==> config.mk <==
export PLATFORM = sky130hd
export DESIGN_NAME = mul32_iter_flat
export DESIGN_NICKNAME = d
export VERILOG_FILES = /design/src/rtl/mul32_iter_if.sv /design/src/rtl/mul32_iter.sv /design/src/flat_wrapper.sv
export SDC_FILE = /design/constraint.sdc
export NUM_CORES = 1
export LEC_CHECK = 0
export CAP_MARGIN = 20
export CELL_PAD_IN_SITES_DETAIL_PLACEMENT = 0
export CELL_PAD_IN_SITES_GLOBAL_PLACEMENT = 1
export CORE_MARGIN = 2
export CORE_UTILIZATION = 40
export DETAILED_ROUTE_END_ITERATION = 8
export GPL_TIMING_DRIVEN = 0
export PLACE_DENSITY_LB_ADDON = 0.3
export RECOVER_POWER = 25
export SLEW_MARGIN = 15
export SYNTH_ARGS = -nofsm -noshare
export SYNTH_HDL_FRONTEND = slang
export SYNTH_SLANG_ARGS = --single-unit
==> constraint.sdc <==
create_clock -name clk -period 3.3 [get_ports clk]
set_input_delay 0.66 -clock clk [delete_from_list [all_inputs] [get_ports clk]]
set_output_delay 0.66 -clock clk [all_outputs]
set_load 0.005 [all_outputs]
==> src/rtl/mul32_iter_if.sv <==
// Operand/result bundle for the iterative multiplier.
// master drives operands and start; slave (the multiplier) returns status and product.
interface mul32_iter_if #(
  parameter int unsigned WIDTH = 32
);
  logic             start;
  logic [WIDTH-1:0] operandA;
  logic [WIDTH-1:0] operandB;
  logic             signedOp;
  logic             busy;
  logic             done;
  logic [WIDTH-1:0] productLo;
  logic [WIDTH-1:0] productHi;
  logic             overflow;

  modport master (
    output start, operandA, operandB, signedOp,
    input  busy, done, productLo, productHi, overflow
  );

  modport slave (
    input  start, operandA, operandB, signedOp,
    output busy, done, productLo, productHi, overflow
  );
endinterface

==> src/rtl/mul32_iter.sv <==
// Iterative shift-add multiplier: one partial-product bit per clock, fixed WIDTH-cycle latency.
// Optional signed support is compiled in with the SIGNED_MULT_EN macro.
module mul32_iter #(
  parameter int unsigned WIDTH = 32,
  parameter int unsigned CNT_W = 6
) (
  input logic          clk,
  input logic          rst,
  mul32_iter_if.slave  bus
);

  localparam int unsigned PW = 2 * WIDTH;
  localparam logic [CNT_W-1:0] LastCnt = CNT_W'(WIDTH - 1);

  typedef enum logic [1:0] {StIdle, StRun, StDone} mulStateE;

  mulStateE         stateQ, stateD;
  logic [PW-1:0]    mcandQ, mcandD;
  logic [WIDTH-1:0] mplierQ, mplierD;
  logic [PW-1:0]    accQ, accD;
  logic [CNT_W-1:0] cntQ, cntD;
  logic [PW-1:0]    prodQ, prodD;
  logic             ovfQ, ovfD;

  logic [WIDTH-1:0] magA, magB;
  logic [PW-1:0]    accStep, finalProd;
  logic             finalOvf;

`ifdef SIGNED_MULT_EN
  logic negQ, negD;
  logic sgnQ, sgnD;

  // The most negative value negates to itself, which read as unsigned is its true magnitude.
  assign magA = (bus.signedOp && bus.operandA[WIDTH-1]) ? -bus.operandA : bus.operandA;
  assign magB = (bus.signedOp && bus.operandB[WIDTH-1]) ? -bus.operandB : bus.operandB;
  assign finalProd = negQ ? -accStep : accStep;
  assign finalOvf  = sgnQ ? (finalProd[PW-1:WIDTH] != {WIDTH{finalProd[WIDTH-1]}})
                          : (finalProd[PW-1:WIDTH] != '0);
`else
  logic unusedSignedOp;

  assign unusedSignedOp = bus.signedOp;
  assign magA      = bus.operandA;
  assign magB      = bus.operandB;
  assign finalProd = accStep;
  assign finalOvf  = (finalProd[PW-1:WIDTH] != '0);
`endif

  assign accStep = mplierQ[0] ? accQ + mcandQ : accQ;

  always_comb begin
    stateD  = stateQ;
    mcandD  = mcandQ;
    mplierD = mplierQ;
    accD    = accQ;
    cntD    = cntQ;
    prodD   = prodQ;
    ovfD    = ovfQ;
`ifdef SIGNED_MULT_EN
    negD    = negQ;
    sgnD    = sgnQ;
`endif
    unique case (stateQ)
      StIdle: begin
        if (bus.start) begin
          mcandD  = {{WIDTH{1'b0}}, magA};
          mplierD = magB;
          accD    = '0;
          cntD    = '0;
          stateD  = StRun;
`ifdef SIGNED_MULT_EN
          sgnD    = bus.signedOp;
          negD    = bus.signedOp & (bus.operandA[WIDTH-1] ^ bus.operandB[WIDTH-1]);
`endif
        end
      end
      StRun: begin
        accD    = accStep;
        mcandD  = mcandQ << 1;
        mplierD = mplierQ >> 1;
        cntD    = cntQ + 1'b1;
        if (cntQ == LastCnt) begin
          prodD  = finalProd;
          ovfD   = finalOvf;
          stateD = StDone;
        end
      end
      StDone:  stateD = StIdle;
      default: stateD = StIdle;
    endcase
  end

  always_ff @(posedge clk or negedge rst) begin
    if (!rst) begin
      stateQ  <= StIdle;
      mcandQ  <= '0;
      mplierQ <= '0;
      accQ    <= '0;
      cntQ    <= '0;
      prodQ   <= '0;
      ovfQ    <= 1'b0;
`ifdef SIGNED_MULT_EN
      negQ    <= 1'b0;
      sgnQ    <= 1'b0;
`endif
    end else begin
      stateQ  <= stateD;
      mcandQ  <= mcandD;
      mplierQ <= mplierD;
      accQ    <= accD;
      cntQ    <= cntD;
      prodQ   <= prodD;
      ovfQ    <= ovfD;
`ifdef SIGNED_MULT_EN
      negQ    <= negD;
      sgnQ    <= sgnD;
`endif
    end
  end

  assign bus.busy      = (stateQ == StRun);
  assign bus.done      = (stateQ == StDone);
  assign bus.productLo = prodQ[WIDTH-1:0];
  assign bus.productHi = prodQ[PW-1:WIDTH];
  assign bus.overflow  = ovfQ;

endmodule

==> src/flat_wrapper.sv <==
// flat-port wrapper written by rule: the top's interface ports become plain ports
module mul32_iter_flat 
#(
  parameter int unsigned WIDTH = 32,
  parameter int unsigned CNT_W = 6
)
  (clk, rst, bus_start, bus_operandA, bus_operandB, bus_signedOp, bus_busy, bus_done, bus_productLo, bus_productHi, bus_overflow);
  mul32_iter_if #(.WIDTH(WIDTH)) bus_i ();
  input logic clk;
  input logic rst;
  input wire logic [$bits(bus_i.start)-1:0] bus_start;
  input wire logic [$bits(bus_i.operandA)-1:0] bus_operandA;
  input wire logic [$bits(bus_i.operandB)-1:0] bus_operandB;
  input wire logic [$bits(bus_i.signedOp)-1:0] bus_signedOp;
  output wire logic [$bits(bus_i.busy)-1:0] bus_busy;
  output wire logic [$bits(bus_i.done)-1:0] bus_done;
  output wire logic [$bits(bus_i.productLo)-1:0] bus_productLo;
  output wire logic [$bits(bus_i.productHi)-1:0] bus_productHi;
  output wire logic [$bits(bus_i.overflow)-1:0] bus_overflow;
  assign bus_i.start = bus_start;
  assign bus_i.operandA = bus_operandA;
  assign bus_i.operandB = bus_operandB;
  assign bus_i.signedOp = bus_signedOp;
  assign bus_busy = bus_i.busy;
  assign bus_done = bus_i.done;
  assign bus_productLo = bus_i.productLo;
  assign bus_productHi = bus_i.productHi;
  assign bus_overflow = bus_i.overflow;
  mul32_iter #(.WIDTH(WIDTH), .CNT_W(CNT_W)) u_core (.clk(clk), .rst(rst), .bus(bus_i));
endmodule
==> metrics.md <==
| Metric | Value |
|---|---|
| Routed Antenna Nets | 0 |
| Htree depth | 1 |
| Final core occ | 53.06% |
| Worst Path Arrival | 4.08 ns |
| Worst setup path end | u_core.bus.overflow |
| Crit path max fanout | 9 |
| Largest net degree at the start of global routing | 88 |
| Clock Sinks | 233 |
| Post-synth cell types | 73 |
| Power Dens Cells | 984.9 nW/um^2 |
| Setup Crit Path Kind | flop to flop |
| FFs w/ async S/R, synth | 100.0% |
| Hold Buf Count CTS | 0 |
| # Max-Cap Violations | 1 |
| Wire length of the first global-routing pass | 74.22 mm |
| Status | finished with violations |
| Top cells by area, synth | dfrtp_1, o21ai_0, ha_1 |
| Number of global-route vias before repair | 12894 |
| Slew Viols, Final | 69 |
| Gpl congestion | 0.9152 |
| Yosys reg bits | 233 |
| Clock buffer depth | 3 |
| Setup ws final | -0.3447 ns |
| RSZ-0062 raised after global routing | yes |
| Hold Path Class | flop to flop |
| Die H | 191.0 um |
| DP Wirelength | 35.27 mm |
| Register area share after synthesis | 41.69% |
| Worst-Margin Slew | 1.754 ns |
| Setup violators final | 3 |
| Clk_lat worst skew | 0.56 ns |
| Routed WL | 48.49 mm |
| Syn_nets | 1688 |
| Critical path required time | 3.73 ns |
| Slew headroom | -16.94% |
| Syn Inst Count | 1555 |
| Port bufs | 133 |
| Final Critical Period | 3.645 ns |
| Yosys Warn Count | 0 |
| Fillers | 3257 |
| Placed Instance Area | 15950 um^2 |
| Setup crit end kind | flop |
| CTS Buf Count | 27 |
| Post-synth EDFFs | 0 |
| Die W | 191.0 um |
| Core Rows | 68 |
| Gr ovfl total | 0 |
| Top Ports | 135 |
| Post-route cell area | 18290 um^2 |
| Top FF cell, synth | dfrtp_1 |
| Critical path startpoint category | flop |
| Core area | 34460 um^2 |
| Global Route Usage Sum | 26.19% |
| Via count | 13073 |
| DR pass1 iterations | 5 |
| Synth Cell Area | 13980 um^2 |
| WL/cell | 21.56 um |
| Die ar. | 36470 um^2 |
| P&R area growth vs syn | 30.75% |
| Share of layout cells above drive strength 1 | 16.11% |
| Worst-path clk slew | 0.06 ns |
| R2r startpoint | u_core.accQ[24] |
| Critical Path Start | u_core.accQ[24] |
| Flop-to-flop setup slack | -0.34 ns |
| VDD IR max | 0.0004589 V |
| CTS tree | yes |
| Area leader, netlist | dfrtp_1 |
| R2R depth | 13 |
| Fmax | 274.4 MHz |
| DRC | 0 |
| Final count of hold timing violations | 0 |
| Reg-to-Reg End | u_core.bus.overflow |
| Via-to-Cell Ratio | 5.813 |
| Hold Crit Depth | 2 |
| Initial antenna violation count | 1 |
| Net count reported at finish | 1906 |
| Share of the synthesized area in the top cell type | 41.69% |
| Failing checks | capacitance limit, slew limit, setup timing |
| Worst Skew | 0.01264 ns |
| Fin crit share | 110.4% |
| Pleak | 7.554 nW |
| Initial Util | 40.58% |
| Syn Area/Cell | 8.993 um^2 |
| CTS Root Cell | clkbuf_16 |
| ANT cells | 0 |
| DR iter-0 viols | 855 |
[critical path, stage by stage (launching register included)]
cell and delay [ns]:
dfrtp_1 0.40, ha_1 0.31, buf_4 0.18, and3_1 0.19, and3_1 0.17, a22oi_2 0.23, nand2_1 0.13, o31a_1 0.36
o31ai_2 0.30, xor2_1 0.21, a21oi_2 0.11, or4_4 0.59, nor4_4 0.26, a2bb2oi_2 0.09
[logic make-up (layout without fill, tap and decap cells)]
logic type / count (synthesis) / after routing / synth area share, %
XOR/XNOR: 57 / 57 / 3.570
buffers and inverters: 118 / 357 / 3.248
adder cells (fa/ha/maj): 65 / 65 / 5.869
AND/OR/NAND/NOR: 422 / 422 / 14.69
AO/OA/AOI/OAI: 605 / 605 / 26.84
flip-flops: 233 / 233 / 41.69
multiplexers: 55 / 55 / 4.089
[routing by layer]
| metal | wire length [um] | track usage (%) | vias to the layer above |
|---|---|---|---|
| met5 | 13 | 0 | - |
| met4 | 1241 | 6.947 | 2 |
| met3 | 3310 | 4.296 | 78 |
| met2 | 22100 | 41.93 | 407 |
| met1 | 21830 | 36.68 | 6468 |
| li1 | - | - | 6118 |
[cell usage in the layout, fill, tap and decap left out, drive strengths merged, types with 4 or more instances in the layout]
| cell type | instances |
|---|---|
| nand3 | 18 |
| xor2 | 26 |
| o211ai | 13 |
| inv | 23 |
| o21ai | 221 |
| or4 | 4 |
| nor3 | 13 |
| nand2b | 9 |
| nand4 | 19 |
| xnor2 | 31 |
| a31oi | 10 |
| nor2 | 48 |
| mux2 | 14 |
| bufinv | 7 |
| nor4 | 7 |
| and4 | 7 |
| clkbuf | 107 |
| a21o | 16 |
| nor2b | 73 |
| ha | 64 |
| a21boi | 6 |
| a22oi | 63 |
| a211oi | 5 |
| a21oi | 161 |
| buf | 75 |
| o21a | 11 |
| mux2i | 41 |
| clkinvlp | 6 |
| clkinv | 6 |
| o31ai | 6 |
| or3 | 5 |
| and3 | 7 |
| a22o | 60 |
| nand2 | 198 |
| clkdlybuf4s50 | 132 |
| o21bai | 6 |
| dfrtp | 233 |
[cell usage after synthesis, types with 4 or more instances]
cell	count
nand4_1	19
or4_1	4
nor2b_1	73
mux2_2	13
a21o_1	16
o21ai_1	18
a21boi_0	4
nand2b_1	9
a22oi_1	63
inv_1	20
xnor2_1	31
a31oi_1	8
and3_1	7
and4_1	7
o21bai_1	6
clkbuf_1	78
buf_2	9
nor4_1	6
nor2_1	48
o211ai_1	12
a21oi_1	158
xor2_1	26
dfrtp_1	233
a22o_1	60
o21ai_0	203
nor3_1	12
ha_1	64
o21a_1	11
nand3_1	18
nand2_1	198
mux2i_1	41
or3_1	5
o31ai_1	5
buf_1	9
a211oi_1	5
[how the worst min path moves through the flow]
stage	startpoint	to	slack, ns
floorplan	rst	u_core.accQ[0]	0.36
global placement	u_core.prodQ[15]	u_core.prodQ[15]	0.46
detailed placement	u_core.prodQ[0]	u_core.prodQ[0]	0.47
CTS	rst	u_core.prodQ[35]	0.08
global route	u_core.prodQ[60]	u_core.prodQ[60]	0.50
finish	u_core.prodQ[36]	u_core.prodQ[36]	0.48
[cell type report]
class / instances / area [um^2] / share of cell area (%)
tap: 455 / 569.3 / 3.113
buffer: 91 / 411.6 / 2.251
timing repair buffer: 194 / 1803 / 9.860
sequential: 233 / 5844 / 31.96
multi-input combinational: 1204 / 8566 / 46.85
clock buffer: 30 / 696.9 / 3.811
clock inverter: 20 / 309.0 / 1.690
inverter: 22 / 85.08 / 0.4653
[registers in the layout, summed over array words and instances, names as in the netlist]
signal / count
u_core.accQ: 64
u_core.mcandQ: 64
u_core.prodQ: 64
u_core.mplierQ: 32
u_core.cntQ: 6
u_core.stateQ: 2
u_core.bus.overflow: 1
[timing repair]
action	4_1_cts	5_1_grt
resized for setup	112	104
setup endpoints to repair	102	54
buffers inserted	34	25
pin swaps	35	57
[through the flow]
step | std cells | hold slack, ns | setup TNS (ns) | setup WS [ns] | power, mW
2_1_floorplan | 1555 | 0.3644 | 0 | 0.02650 | 10.17
3_3_place_gp | 2143 | 0.4632 | -2100.25 | -8.754 | 12.91
3_5_place_dp | 2145 | 0.4731 | -64.45 | -1.396 | 13.06
4_1_cts | 2225 | 0.08058 | -0.9793 | -0.4202 | 17.23
5_1_grt | 2249 | 0.5043 | -1.521 | -0.4810 | 19.14
6_report | 2249 | 0.4813 | -0.5669 | -0.3447 | 18.01
[report_power, final]
| group | total, mW | internal, mW | switching [mW] |
|---|---|---|---|
| combinational | 9.52 | 4.12 | 5.40 |
| clock | 3.43 | 2.08 | 1.34 |
| sequential | 5.06 | 3.96 | 1.10 |
Power figures use the tool's default switching activity.
